--- src/rtl/mp3_frame_sync.sv ---
// mp3_frame_sync: MPEG-1 Layer III sync hunt, header parse, CRC strip and payload forwarding with frame lock tracking.
module mp3_frame_sync #(
  parameter int DWIDTH = 8,
  parameter int LENW = 11
) (
  input  logic              clk,
  input  logic              rst,
  input  logic [DWIDTH-1:0] byte_in,
  input  logic              byte_valid,
  output logic              byte_ready,
  output logic [DWIDTH-1:0] payload_data,
  output logic              payload_valid,
  input  logic              payload_ready,
  output logic              payload_first,
  output logic              payload_last,
  output logic              hdr_valid,
  output logic [3:0]        bitrate_idx,
  output logic [1:0]        fs_idx,
  output logic              padding,
  output logic [1:0]        chan_mode,
  output logic              crc_present,
  output logic [LENW-1:0]   frame_len,
  output logic              locked,
  output logic              sync_err
);
  typedef enum logic [2:0] {HUNT, H1, H2, H3, CRC0, CRC1, PAY} state_t;
  state_t state_q;
  logic prot_q, pad_q, cont_q, first_q;
  logic [3:0] br_q;
  logic [1:0] fs_q;
  logic [LENW-1:0] rem_q, base_d, flen_d;
  logic [3*LENW-1:0] row_d;
  logic acc, is_ff, h2_bad;
  assign byte_ready = (state_q != PAY) || !payload_valid || payload_ready;
  assign acc = byte_valid && byte_ready;
  assign is_ff = byte_in == {DWIDTH{1'b1}};
  assign h2_bad = byte_in[7:4] == 4'h0 || byte_in[7:4] == 4'hF || byte_in[3:2] == 2'b11;
  // Frame bytes without padding, columns ordered 44.1 / 48 / 32 kHz
  always_comb begin
    case (br_q)
      4'd1:    row_d = {11'd104,  11'd96,  11'd144};
      4'd2:    row_d = {11'd130,  11'd120, 11'd180};
      4'd3:    row_d = {11'd156,  11'd144, 11'd216};
      4'd4:    row_d = {11'd182,  11'd168, 11'd252};
      4'd5:    row_d = {11'd208,  11'd192, 11'd288};
      4'd6:    row_d = {11'd261,  11'd240, 11'd360};
      4'd7:    row_d = {11'd313,  11'd288, 11'd432};
      4'd8:    row_d = {11'd365,  11'd336, 11'd504};
      4'd9:    row_d = {11'd417,  11'd384, 11'd576};
      4'd10:   row_d = {11'd522,  11'd480, 11'd720};
      4'd11:   row_d = {11'd626,  11'd576, 11'd864};
      4'd12:   row_d = {11'd731,  11'd672, 11'd1008};
      4'd13:   row_d = {11'd835,  11'd768, 11'd1152};
      4'd14:   row_d = {11'd1044, 11'd960, 11'd1440};
      default: row_d = '0;
    endcase
    base_d = fs_q == 2'd0 ? row_d[3*LENW-1:2*LENW] : fs_q == 2'd1 ? row_d[2*LENW-1:LENW] : row_d[LENW-1:0];
    flen_d = base_d + LENW'(pad_q);
  end
  always_ff @(posedge clk) begin
    if (rst) begin
      state_q <= HUNT;
      prot_q <= 1'b0;
      pad_q <= 1'b0;
      cont_q <= 1'b0;
      first_q <= 1'b0;
      br_q <= '0;
      fs_q <= '0;
      rem_q <= '0;
      payload_data <= '0;
      payload_valid <= 1'b0;
      payload_first <= 1'b0;
      payload_last <= 1'b0;
      hdr_valid <= 1'b0;
      bitrate_idx <= '0;
      fs_idx <= '0;
      padding <= 1'b0;
      chan_mode <= '0;
      crc_present <= 1'b0;
      frame_len <= '0;
      locked <= 1'b0;
      sync_err <= 1'b0;
    end else begin
      hdr_valid <= 1'b0;
      sync_err <= 1'b0;
      if (payload_ready) payload_valid <= 1'b0;
      if (acc) begin
        case (state_q)
          HUNT: begin
            if (is_ff) state_q <= H1;
            else if (cont_q) begin
              sync_err <= 1'b1;
              locked <= 1'b0;
              cont_q <= 1'b0;
            end
          end
          H1: begin
            if (byte_in[7:1] == 7'b1111101) begin
              state_q <= H2;
              prot_q <= byte_in[0];
            end else begin
              sync_err <= 1'b1;
              locked <= 1'b0;
              cont_q <= 1'b0;
              state_q <= is_ff ? H1 : HUNT;
            end
          end
          H2: begin
            br_q <= byte_in[7:4];
            fs_q <= byte_in[3:2];
            pad_q <= byte_in[1];
            state_q <= h2_bad ? HUNT : H3;
            if (h2_bad) begin
              sync_err <= 1'b1;
              locked <= 1'b0;
              cont_q <= 1'b0;
            end
          end
          H3: begin
            hdr_valid <= 1'b1;
            bitrate_idx <= br_q;
            fs_idx <= fs_q;
            padding <= pad_q;
            chan_mode <= byte_in[7:6];
            crc_present <= !prot_q;
            frame_len <= flen_d;
            locked <= cont_q;
            cont_q <= 1'b0;
            rem_q <= flen_d - (prot_q ? LENW'(4) : LENW'(6));
            first_q <= 1'b1;
            state_q <= prot_q ? PAY : CRC0;
          end
          CRC0: state_q <= CRC1;
          CRC1: state_q <= PAY;
          PAY: begin
            payload_data <= byte_in;
            payload_valid <= 1'b1;
            payload_first <= first_q;
            payload_last <= rem_q == LENW'(1);
            first_q <= 1'b0;
            rem_q <= rem_q - LENW'(1);
            // A clean frame end arms the next header as a lock candidate
            if (rem_q == LENW'(1)) begin
              state_q <= HUNT;
              cont_q <= 1'b1;
            end
          end
          default: state_q <= HUNT;
        endcase
      end
    end
  end
endmodule
--- config.mk ---
export PLATFORM = sky130hd
export DESIGN_NAME = mp3_frame_sync
export DESIGN_NICKNAME = d
export VERILOG_FILES = /design/src/rtl/mp3_frame_sync.sv
export SDC_FILE = /design/constraint.sdc
export NUM_CORES = 1
export LEC_CHECK = 0
export BUFFER_PORTS_ARGS = -buffer_cell sky130_fd_sc_hd__buf_4
export CAP_MARGIN = 10
export CORE_MARGIN = 2
export CORE_UTILIZATION = 46
export DETAILED_ROUTE_END_ITERATION = 7
export GPL_TIMING_DRIVEN = 0
export PLACE_DENSITY_LB_ADDON = 0.15
export SETUP_SLACK_MARGIN = 0.05
export SYNTH_ARGS = -nofsm -noshare
export SYNTH_HDL_FRONTEND = slang
export SYNTH_SLANG_ARGS = --single-unit
--- constraint.sdc ---
create_clock -name clk -period 3.31 [get_ports clk]
set_input_delay 0.331 -clock clk [delete_from_list [all_inputs] [get_ports clk]]
set_output_delay 0.331 -clock clk [all_outputs]
set_load 0.01 [all_outputs]
# Word level (Yosys, flattened, before mapping)

Memory sizes are Yosys's and may differ from the RTL's. A register that Yosys moved wholly into a read port is not among the register bits.
Index checks and enable logic that the tools add are counted.
W data, S select, Z words.

Add/subtract/negate cells: 3
Equality and inequality tests: 19
Muxes and demuxes: 31
Bitwise logic cells: 1
Reductions and logical operators: 22

Operators with widths:

| kind                    | number |
|---|---|
| $mux W11                | 2 |
| $pmux W11 S2            | 1 |
| $pmux W3 S7             | 1 |
| $mux W1                 | 15 |
| $ne A2 B2 Y1 const B    | 6 |
| $reduce_and A6 Y1       | 2 |
| $add A11 B1 Y11         | 1 |
| $eq A11 B1 Y1 const B   | 1 |
| $sub A11 B1 Y11 const B | 1 |
| $sub A11 B3 Y11         | 1 |
| $eq A3 B3 Y1 const B    | 3 |
| $eq A8 B8 Y1 const B    | 1 |
| $mux W2                 | 4 |
| $mux W4                 | 2 |
| $reduce_and A2 Y1       | 4 |
| $eq A7 B7 Y1 const B    | 1 |
| $eq A3 B2 Y1 const B    | 2 |
| $mux W3                 | 2 |
| $reduce_and A3 Y1       | 2 |
| $pmux W1 S5             | 1 |
| $reduce_bool A5 Y1      | 1 |
| $eq A4 B4 Y1 const B    | 1 |
| $logic_not A4 Y1        | 1 |
| $logic_or A1 B1 Y1      | 4 |
| other kinds (15)        | 16 |

Register bits: 59
ROM bits: 432
Memories kept: 1

Memory list:

| name            | depth | width | rd ports | clocked after memory_dff | wr ports | line | RTL |
|---|---|---|---|---|---|---|---|
| (no name shown) | 16    | 27    | 1        | 1                        | 0        | 40   | `case (br_q)` |

# Longest topological paths before layout

Gate-level depths: netlist of the first run.

Depth in word-level cells: 7
Mapped depth: 14

# Worst setup path before layout of the first run

OpenSTA, ideal clock, no wires.

Path kind: register to register
From: register fs_q[1]
To: register rem_q[10]
Setup time: 126 ps
Arrival: 2898 ps
Path slack: 287 ps
Cell stages (with the launch flop): 14
Period minus slack after synthesis: 3023 ps
Cell sequence: dfxtp_1 buf_6 buf_1 nor2_1 and2_1 ha_1 ha_1 inv_1 nand4_1 mux2_2 or3_1 a211oi_2 a311o_1 o211ai_1

Word-level cells in the longest chain between the ends: 6

Ends and longest elaborated chain:

| element                  | line | RTL |
|---|---|---|
| start: declaration       | 30   | `logic [1:0] fs_q;` |
| start signal: assignment | 110  | `fs_q <= byte_in[3:2];` |
| $eq A2 B1 Y1             | 57   | `base_d = fs_q == 2'd0 ? row_d[3*LENW-1:2*LENW] : fs_q == 2'd1 ? row_d[2*LENW-1:LENW] : row_d[LENW-1:0];` |
| $mux W11                 | 57   |  |
| $mux W11 *               | 57   |  |
| $add A11 B1 Y11 *        | 58   | `flen_d = base_d + LENW'(pad_q);` |
| $sub A11 B3 Y11 *        | 129  | `rem_q <= flen_d - (prot_q ? LENW'(4) : LENW'(6));` |
| $pmux W11 S2 *           | 88   | `case (state_q)` |
| end signal: assignment   | 129  |  |
| end signal: assignment   | 141  | `rem_q <= rem_q - LENW'(1);` |
| end: declaration         | 31   | `logic [LENW-1:0] rem_q, base_d, flen_d;` |

Mark *: on every way between the ends. The rest lies on a longest branch, timed or not.
A chain may end at the register's enable or synchronous reset.

# Worst setup path in the final report of the first run

From: register fs_q[1]
To: register rem_q[8]

Same word-level chain as after synthesis.

==> run metrics, run 1 <==
fin crit share=0.932; post-synth net total=570; clk_skew=0.0191 ns; yosys warns=0; Synth area leaders=dfxtp_1, a21oi_1, nand2_1; syn_area_per_cell=8.15 um2; DR vias/cell=5.52; Slew headroom=0.429; P_leak=2.00 nW; Most used DFF post-synth=dfxtp_1; share of cells above drive strength 1=0.169; WL met2=5370 um; later-pin clock latency in the skew report=0.36 ns; post-synth top area cell=dfxtp_1; Yosys reg bits=85; DR vias=4,055; root buffer cell=clkbuf_8; status=finished clean; final hold viol count=0; top sig layer=met4; synthesized area=0.00443 mm2; worst hold slack=0.219 ns; Area Growth Syn to Fin=16.4%; Max Fclk=0.324 GHz; Die Ht=102 um; DP HPWL=8740 um; total inserted antenna cells=0; Least-Margin Pin Slew=0.848 ns; Post-DRT Antenna Nets=0; reg2reg end=rem_q[8]$_SDFFE_PP0P_; Residual DRC=0; die width=102 um; CTS Buffer Depth=2; M1 wire length=5340 um; count of cell types in the netlist=59; metal3 WL=675 um; Routed wire per std cell=15.8 um; Max VDD drop=250 uV; Setup Viol. Count Final=0; Worst R2R Start=fs_q[1]$_SDFFE_PP0P_; total die area=0.0104 mm2; antenna violations before repair=0; start point of the worst hold path=byte_in[1]; CTS buffer count=9; Startpoint Class=flop; H-tree depth=3; number of synthesized flops with an enable pin=0; worst endpoint required time=3.56 ns; IO Pins=48; Initial DRT Pass Iterations=5; Initial Utilization=0.477; core area=0.00928 mm2; MaxCap Viol Count=0; TritonCTS clock tree=yes; largest net degree at the start of global routing=20; first-pass GRT wire length=19,000 um; hold depth=3; clock-pin slew on the worst setup and hold paths=0.11 ns; hold crit path type=input port to flop; arrival time at the worst endpoint=3.33 ns; post-CTS setup buffers=0; # clock sinks=85; final core occ=0.556; routability cong.=0.926; gr ovfl total=0; async set-reset flop share out of synthesis=0; Seq/Total Area, Yosys=0.384; FP Rows=35; Synth top area share=0.384; Setup crit end kind=flop; hold path endpoint=payload_data[1]$_SDFFE_PP0P_; Nets=626; Final Max Tran Viols=0; Min Clock Period, post-route=3.09 ns; total chip power=1.87 mW; port buffer count=46; Gate Count Post-Synth=544; GRT Overall Usage=0.233; FF-to-FF path depth=12; Synth top cells by count=dfxtp_1, nand2_1, a21oi_1; DRT iter0 DRCs=202; Post-Route WL=11,600 um; number of global-route vias before repair=3,826; PwrDens=362 mW/mm2; reg2reg setup slack=0.22 ns; count leader, synth=dfxtp_1; Max FO, Critical Path=19; RSZ-0062 raised after global routing=no; crit path kind=flop to flop
==> logic make-up (layout without fill, tap and decap cells) <==
logic type,Yosys count,count (layout),synth area share
xor+xnor,14,14,0.0311
fa+ha+maj,14,14,0.0395
flops,85,85,0.384
mux,24,24,0.0649
buf+inv,48,109,0.0486
compound gates,143,143,0.193
simple gates,216,216,0.239
==> sequential cells by signal, indices dropped and copies added, names as in the netlist <==
signal / flops
row_d: 26
frame_len: 11
rem_q: 11
payload_data: 8
bitrate_idx: 4
br_q: 4
state_q: 3
chan_mode: 2
fs_idx: 2
fs_q: 2
cont_q: 1
crc_present: 1
first_q: 1
hdr_valid: 1
locked: 1
pad_q: 1
padding: 1
payload_first: 1
payload_last: 1
payload_valid: 1
prot_q: 1
sync_err: 1
==> metal layers <==
metal / track usage / vias to the layer above
met2: 0.367 / 121
li1: - / 2011
met4: 0.0831 / 0
met5: 0 / -
met1: 0.324 / 1907
met3: 0.0390 / 16
==> how the worst max path moves through the flow <==
stage                              start                endpoint  slack [ns]  cells past startpoint
finish              fs_q[1]$_SDFFE_PP0P_   rem_q[8]$_SDFFE_PP0P_        0.22                     12
global route        fs_q[1]$_SDFFE_PP0P_   rem_q[8]$_SDFFE_PP0P_        0.07                     12
floorplan           fs_q[1]$_SDFFE_PP0P_  rem_q[10]$_SDFFE_PP0P_        0.29                     13
global placement    fs_q[1]$_SDFFE_PP0P_   rem_q[8]$_SDFFE_PP0P_       -0.17                     13
detailed placement  fs_q[1]$_SDFFE_PP0P_   rem_q[8]$_SDFFE_PP0P_       -0.21                     13
CTS                 fs_q[1]$_SDFFE_PP0P_   rem_q[8]$_SDFFE_PP0P_        0.23                     12
==> stage by stage <==
| step | setup slack, ns | TNS (ns) | cell area [um2] | instances |
|---|---|---|---|---|
| 2_1_floorplan | 0.287 | 0 | 4430 | 544 |
| 3_3_place_gp | -0.165 | -0.496 | 4940 | 719 |
| 3_5_place_dp | -0.210 | -0.802 | 4940 | 719 |
| 4_1_cts | 0.229 | 0 | 5140 | 734 |
| 5_1_grt | 0.0748 | 0 | 5160 | 734 |
| 6_report | 0.224 | 0 | 5160 | 734 |
==> power breakdown <==
part | leakage (nW) | switching (mW) | internal [mW]
registers | 0.684 | 0.00102 | 1.02
logic | 1.21 | 0.0343 | 0.0182
clock network | 0.105 | 0.425 | 0.368
total | 2.00 | 0.460 | 1.41
==> cell type report <==
| class | count | area (um2) |
|---|---|---|
| buffer | 32 | 159 |
| clock buffer | 9 | 124 |
| clock inverter | 7 | 86.3 |
| fill | 903 | 4130 |
| inverter | 15 | 56.3 |
| multi-input combinational | 411 | 2520 |
| sequential | 85 | 1700 |
| tap | 129 | 161 |
| timing repair buffer | 46 | 345 |
==> worst max-delay path, cell delays in order (launching register included) <==
cell	delay, ns
dfxtp_1	0.45
buf_8	0.24
nor2_1	0.07
and2_1	0.16
ha_1	0.25
ha_1	0.26
inv_1	0.09
nand4_1	0.09
mux2_2	0.28
or3_1	0.45
a211oi_4	0.29
xor2_1	0.25
a21oi_1	0.10
==> cells in the final DEF (no fill, tap or decap), types with 6 or more instances in the layout <==
cell type / n
nand2_1: 79
nor3_1: 18
xnor2_1: 9
nor2_1: 56
o21ai_0: 27
clkbuf_8: 9
mux2_2: 6
nand3_1: 10
nand2b_1: 6
inv_1: 12
clkbuf_1: 24
o21ai_1: 8
ha_1: 14
buf_4: 46
a211oi_1: 9
a21oi_1: 62
nor2b_1: 8
dfxtp_1: 85
o211ai_1: 7
and3_1: 8
mux2i_1: 11
==> repair_timing <==
item	in CTS	in global routing
setup endpoints to repair	7	3
resized for setup	0	3
hold buffers	0	0
(Power assumes the default switching activity.)
==> run 2, diff against run 1 <==
CORE_UTILIZATION = 33   (was 46)
SKIP_LAST_GASP = 1   (was default)
==> run metrics, run 2 (synthesis results as in run 1) <==
Post-Route WL=12,300 um (+5.8%); start point of the worst hold path=byte_in[4]; share of cells above drive strength 1=0.171 (+0.00274); Max Fclk=0.330 GHz (+1.9%); Final Max Tran Viols=0 (unchanged); clock-pin slew on the worst setup and hold paths=0.07 ns (-0.04 ns); hold crit path type=input port to flop; gr ovfl total=0 (unchanged); GRT Overall Usage=0.172 (-0.0616); Setup crit end kind=flop; number of global-route vias before repair=3,652 (-4.5%); total die area=0.0144 mm2 (+38%); Residual DRC=0 (unchanged); P_leak=2.05 nW (+2.6%); reg2reg end=rem_q[8]$_SDFFE_PP0P_; Initial DRT Pass Iterations=5 (unchanged); RSZ-0062 raised after global routing=no; IO Pins=48 (unchanged); status=finished clean; Routed wire per std cell=15.7 um (-0.85%); Worst R2R Start=fs_q[1]$_SDFFE_PP0P_; hold path endpoint=payload_data[4]$_SDFFE_PP0P_; hold depth=3 (unchanged); antenna violations before repair=0 (unchanged); Sequential Area=0.00170 mm2 (unchanged); FF-to-FF path depth=12 (unchanged); Startpoint Class=flop; DRT iter0 DRCs=212 (+5.0%); reg2reg setup slack=0.28 ns (+0.06 ns); Initial Utilization=0.336 (-0.141); Least-Margin Pin Slew=0.853 ns (+0.00478 ns); core area=0.0132 mm2 (+42%); worst setup margin=0.281 ns (+0.0571 ns); Post-DRT Antenna Nets=0 (unchanged); TritonCTS clock tree=yes; CTS buffer count=9 (unchanged); Max FO, Critical Path=19 (unchanged); MaxCap Viol Count=0 (unchanged); clk_skew=0.00796 ns (-0.0112 ns); later-pin clock latency in the skew report=0.34 ns (-0.02 ns); final hold viol count=0 (unchanged); commonest cells after routing, fill and taps aside=dfxtp_1, nand2_1, a21oi_1; fin crit share=0.915 (-0.0173); DP HPWL=9360 um (+7.1%); dpl ws=-0.184 ns (+0.0268 ns); leading cell type in the layout, fill and taps excluded=dfxtp_1; CTS Buffer Depth=2 (unchanged); max reg flops=26 (unchanged); FP Rows=42 (+20%); total inserted antenna cells=0 (unchanged); Min Clock Period, post-route=3.03 ns (-0.0571 ns); H-tree depth=3 (unchanged); worst endpoint required time=3.53 ns (-0.03 ns); routability cong.=0.874 (-5.7%); Area Growth Syn to Fin=19.8%; Slew headroom=0.426 (-0.00321); DR vias/cell=5.12 (-7.4%); Setup Viol. Count Final=0 (unchanged); Max VDD drop=316 uV (+26%); root buffer cell=clkbuf_16; largest net degree at the start of global routing=20 (unchanged); FILL cells=1,393 (+54%); die width=120 um (+17%); arrival time at the worst endpoint=3.25 ns (-0.08 ns); Die Ht=120 um (+17%); DR vias=4,006 (-1.2%); first-pass GRT wire length=19,400 um (+2.1%); port buffer count=46 (unchanged); # clock sinks=85 (unchanged); area occupied by multi-input gates=0.00252 mm2 (unchanged); crit path kind=flop to flop; Nets=628 (+0.32%); cts hold-fix bufs=0 (unchanged); final core occ=0.402 (-0.153); PwrDens=391 mW/mm2 (+7.9%)
## run 2: stage by stage
step / hold slack [ns] / area (um2) / TNS (ns) / power, mW / instances
6_report: 0.252 / 5310 / 0 / 2.08 / 783
5_1_grt: 0.249 / 5310 / 0 / 2.14 / 783
4_1_cts: 0.247 / 5280 / 0 / 2.10 / 781
3_5_place_dp: 0.450 / 5000 / -0.592 / 1.10 / 766
3_3_place_gp: 0.440 / 5000 / -0.636 / 1.10 / 766
2_1_floorplan: 0.431 / 4430 / 0 / 1.07 / 544
## run 2: where the power goes
| group | total, mW | switching, mW | internal (mW) |
|---|---|---|---|
| combinational | 0.0544 | 0.0362 | 0.0182 |
| clock | 0.997 | 0.453 | 0.544 |
| sequential | 1.02 | 0.00111 | 1.02 |
## run 2: worst max-delay path by stage
stage                            startpoint                     end  depth (start not counted)
floorplan              fs_q[1]$_SDFFE_PP0P_  rem_q[10]$_SDFFE_PP0P_                         13
global placement       fs_q[1]$_SDFFE_PP0P_   rem_q[8]$_SDFFE_PP0P_                         13
detailed placement     fs_q[1]$_SDFFE_PP0P_   rem_q[8]$_SDFFE_PP0P_                         13
CTS                 state_q[2]$_SDFFE_PP0P_        row_d[4]$_DFF_P_                          9
global route           fs_q[1]$_SDFFE_PP0P_   rem_q[8]$_SDFFE_PP0P_                         12
finish                 fs_q[1]$_SDFFE_PP0P_   rem_q[8]$_SDFFE_PP0P_                         12
## run 2: cell type report
cell class                      instances  area share
Inverter                               15      0.0106
Tap cell                              176      0.0415
Buffer                                 32      0.0292
Clock inverter                          6     0.00966
Timing Repair Buffer                   48      0.0679
Multi-Input combinational cell        411       0.476
Sequential cell                        85       0.321
Clock buffer                           10      0.0450
## run 2: timing repair
item                       CTS  global route
gates resized for setup      0             2
hold endpoints to repair     0             0
buffers inserted             0             2
setup endpoints to repair    6             2
pin swaps                    0             1
## run 2: layer usage
metal	track usage	part of all wire
met3	0.0271	0.040
met4	0.0559	0.014
met1	0.245	0.49
met5	0	0
met2	0.265	0.45
## run 2: critical path, stage by stage (launching register included)
cell	delay, ns
dfxtp_1	0.39
buf_6	0.24
nor2_1	0.08
and2_1	0.17
ha_1	0.24
ha_1	0.26
inv_1	0.09
nand4_1	0.09
mux2_2	0.29
or3_1	0.45
a211oi_4	0.29
xor2_1	0.24
a21oi_1	0.09
==> run 3, diff against run 2 <==
CORE_MARGIN = default   (was 2)
==> run metrics, run 3 (synthesis results as in run 1) <==
post-CTS setup buffers=0 (unchanged); Routed wire per std cell=15.8 um (+0.61%); slowest stage cell on the critical path=dfxtp_1; DR vias/cell=5.19 (+1.4%); Die Ht=118 um (-1.7%); Post-Route WL=12,300 um (-0.16%); Slew headroom=0.402 (-0.0240); Sequential Area=0.00170 mm2 (unchanged); DR vias=4,031 (+0.62%); Buf+Inv Stages, Crit Path=2 (unchanged); commonest cells after routing, fill and taps aside=dfxtp_1, nand2_1, a21oi_1; core area=0.0129 mm2 (-2.4%); worst hold slack=0.250 ns (-0.00189 ns); FP Rows=41 (-2.4%); total chip power=2.16 mW (+3.8%); root buffer cell=clkbuf_16; TritonCTS clock tree=yes; DP HPWL=9360 um (-0.10%); IO Pins=48 (unchanged); routability cong.=0.894 (+2.4%); Top delay family on crit path=simple AND/OR/NAND/NOR gates; # clock sinks=85 (unchanged); Setup crit end kind=flop; clock-pin slew on the worst setup and hold paths=0.07 ns (about the same); Area Growth Syn to Fin=19.7% (about the same); Initial DRT Pass Iterations=5 (unchanged); leading cell type in the layout, fill and taps excluded=dfxtp_1; Setup Viol. Count Final=0 (unchanged); antenna violations before repair=0 (unchanged); largest net degree at the start of global routing=20 (unchanged); first-pass GRT wire length=20,300 um (+4.4%); P_leak=2.04 nW (-0.27%); GRT Overall Usage=0.183 (+0.0116); Crit path largest cell delay=0.43 ns (-0.02 ns); most frequent CP cell=ha_1; clk_skew=0.00823 ns (+0.000262 ns); final hold viol count=0 (unchanged); later-pin clock latency in the skew report=0.35 ns (about the same); area occupied by multi-input gates=0.00252 mm2 (-0.30%); arrival time at the worst endpoint=3.26 ns (about the same); FILL cells=1,337 (-4.0%); share of cells above drive strength 1=0.169 (-0.00274); Final Max Tran Viols=0 (unchanged); hold crit path type=input port to flop; number of global-route vias before repair=3,799 (+4.0%); Finished Cell Area=0.00531 mm2 (about the same); Least-Margin Pin Slew=0.889 ns (+0.0357 ns); Min Clock Period, post-route=3.03 ns (+0.00572 ns); Max FO, Critical Path=10 (-9); CTS buffer count=9 (unchanged); crit path cell chain=buf_6 > nor2_1 > and2_1 > ha_1 > ha_1 > inv_1 > nand4_1 > mux2_2 > or3_1 > a211oi_2 > a311o_1 > o211ai_1; Startpoint Class=flop; fin crit share=0.917 (+0.00173); worst endpoint required time=3.54 ns (about the same); die width=118 um (-1.7%); CTS Buffer Depth=2 (unchanged); total die area=0.0139 mm2 (-3.3%); Max VDD drop=311 uV (-1.6%); Nets=626 (-0.32%); total inserted antenna cells=0 (unchanged); MaxCap Viol Count=0 (unchanged); Residual DRC=0 (unchanged); crit path kind=flop to flop; PwrDens=406 mW/mm2 (+3.9%); Initial Utilization=0.344 (+0.00819); DRT iter0 DRCs=196 (-7.5%); max reg flops=26 (unchanged); RSZ-0062 raised after global routing=no; Placement Cell Area=0.00499 mm2 (-0.10%); Post-DRT Antenna Nets=0 (unchanged); gr ovfl total=0 (unchanged); Max Fclk=0.330 GHz (-0.19%); H-tree depth=3 (unchanged); port buffer count=46 (unchanged); status=finished clean
## run 3: area by class of cell
type / count / share of cell area
buffer: 32 / 0.0292
clock buffer: 10 / 0.0450
clock inverter: 6 / 0.0144
inverter: 15 / 0.0106
multi-input combinational: 411 / 0.474
sequential: 85 / 0.321
tap: 172 / 0.0406
timing repair buffer: 46 / 0.0651
## run 3: path summary, 6_finish.rpt
path / endpoint / startpoint / cells after the start / slack, ns
hold / removal: payload_data[4]$_SDFFE_PP0P_ / byte_in[4] / 3 / 0.25
setup / recovery: rem_q[10]$_SDFFE_PP0P_ / fs_q[0]$_SDFFE_PP0P_ / 12 / 0.28
hold reg to reg: payload_data[1]$_SDFFE_PP0P_ / payload_data[1]$_SDFFE_PP0P_ / 2 / 0.46
setup reg to reg: rem_q[10]$_SDFFE_PP0P_ / fs_q[0]$_SDFFE_PP0P_ / 12 / 0.28
## run 3: power breakdown
part	total [mW]	internal [mW]	switching (mW)
logic	0.0539	0.0182	0.0358
registers	1.02	1.02	0.00120
clock network	1.08	0.621	0.456
total	2.16	1.66	0.493
## run 3: stage by stage
step | setup slack, ns | instances | util | setup TNS, ns
after floorplan | 0.287 | 544 | - | 0
final | 0.276 | 777 | 0.412 | 0
after CTS | 0.248 | 777 | 0.412 | 0
after global placement | -0.117 | 762 | 0.388 | -0.311
after global routing | 0.0569 | 777 | 0.412 | 0
after detailed placement | -0.131 | 762 | 0.388 | -0.382
## run 3: what timing repair did
item	CTS	global route
pin swaps	0	0
hold buffers	0	0
gates resized for setup	0	1
setup endpoints to repair	6	2
## run 3: layer usage
| metal | GRT usage | part of all wire | vias to the layer above |
|---|---|---|---|
| li1 | - | - | 2015 |
| met1 | 0.248 | 0.48 | 1894 |
| met5 | 0 | 0 | - |
| met3 | 0.0325 | 0.048 | 17 |
| met4 | 0.0585 | 0.017 | 0 |
| met2 | 0.293 | 0.45 | 105 |
## run 3: worst register-to-register path, stage by stage (launching register included)
cell      delay, ns
dfxtp_1        0.43
buf_6          0.21
nor2_1         0.08
and2_1         0.17
ha_1           0.25
ha_1           0.26
inv_1          0.09
nand4_1        0.09
mux2_2         0.29
or3_1          0.42
a211oi_2       0.33
a311o_1        0.23
o211ai_1       0.08
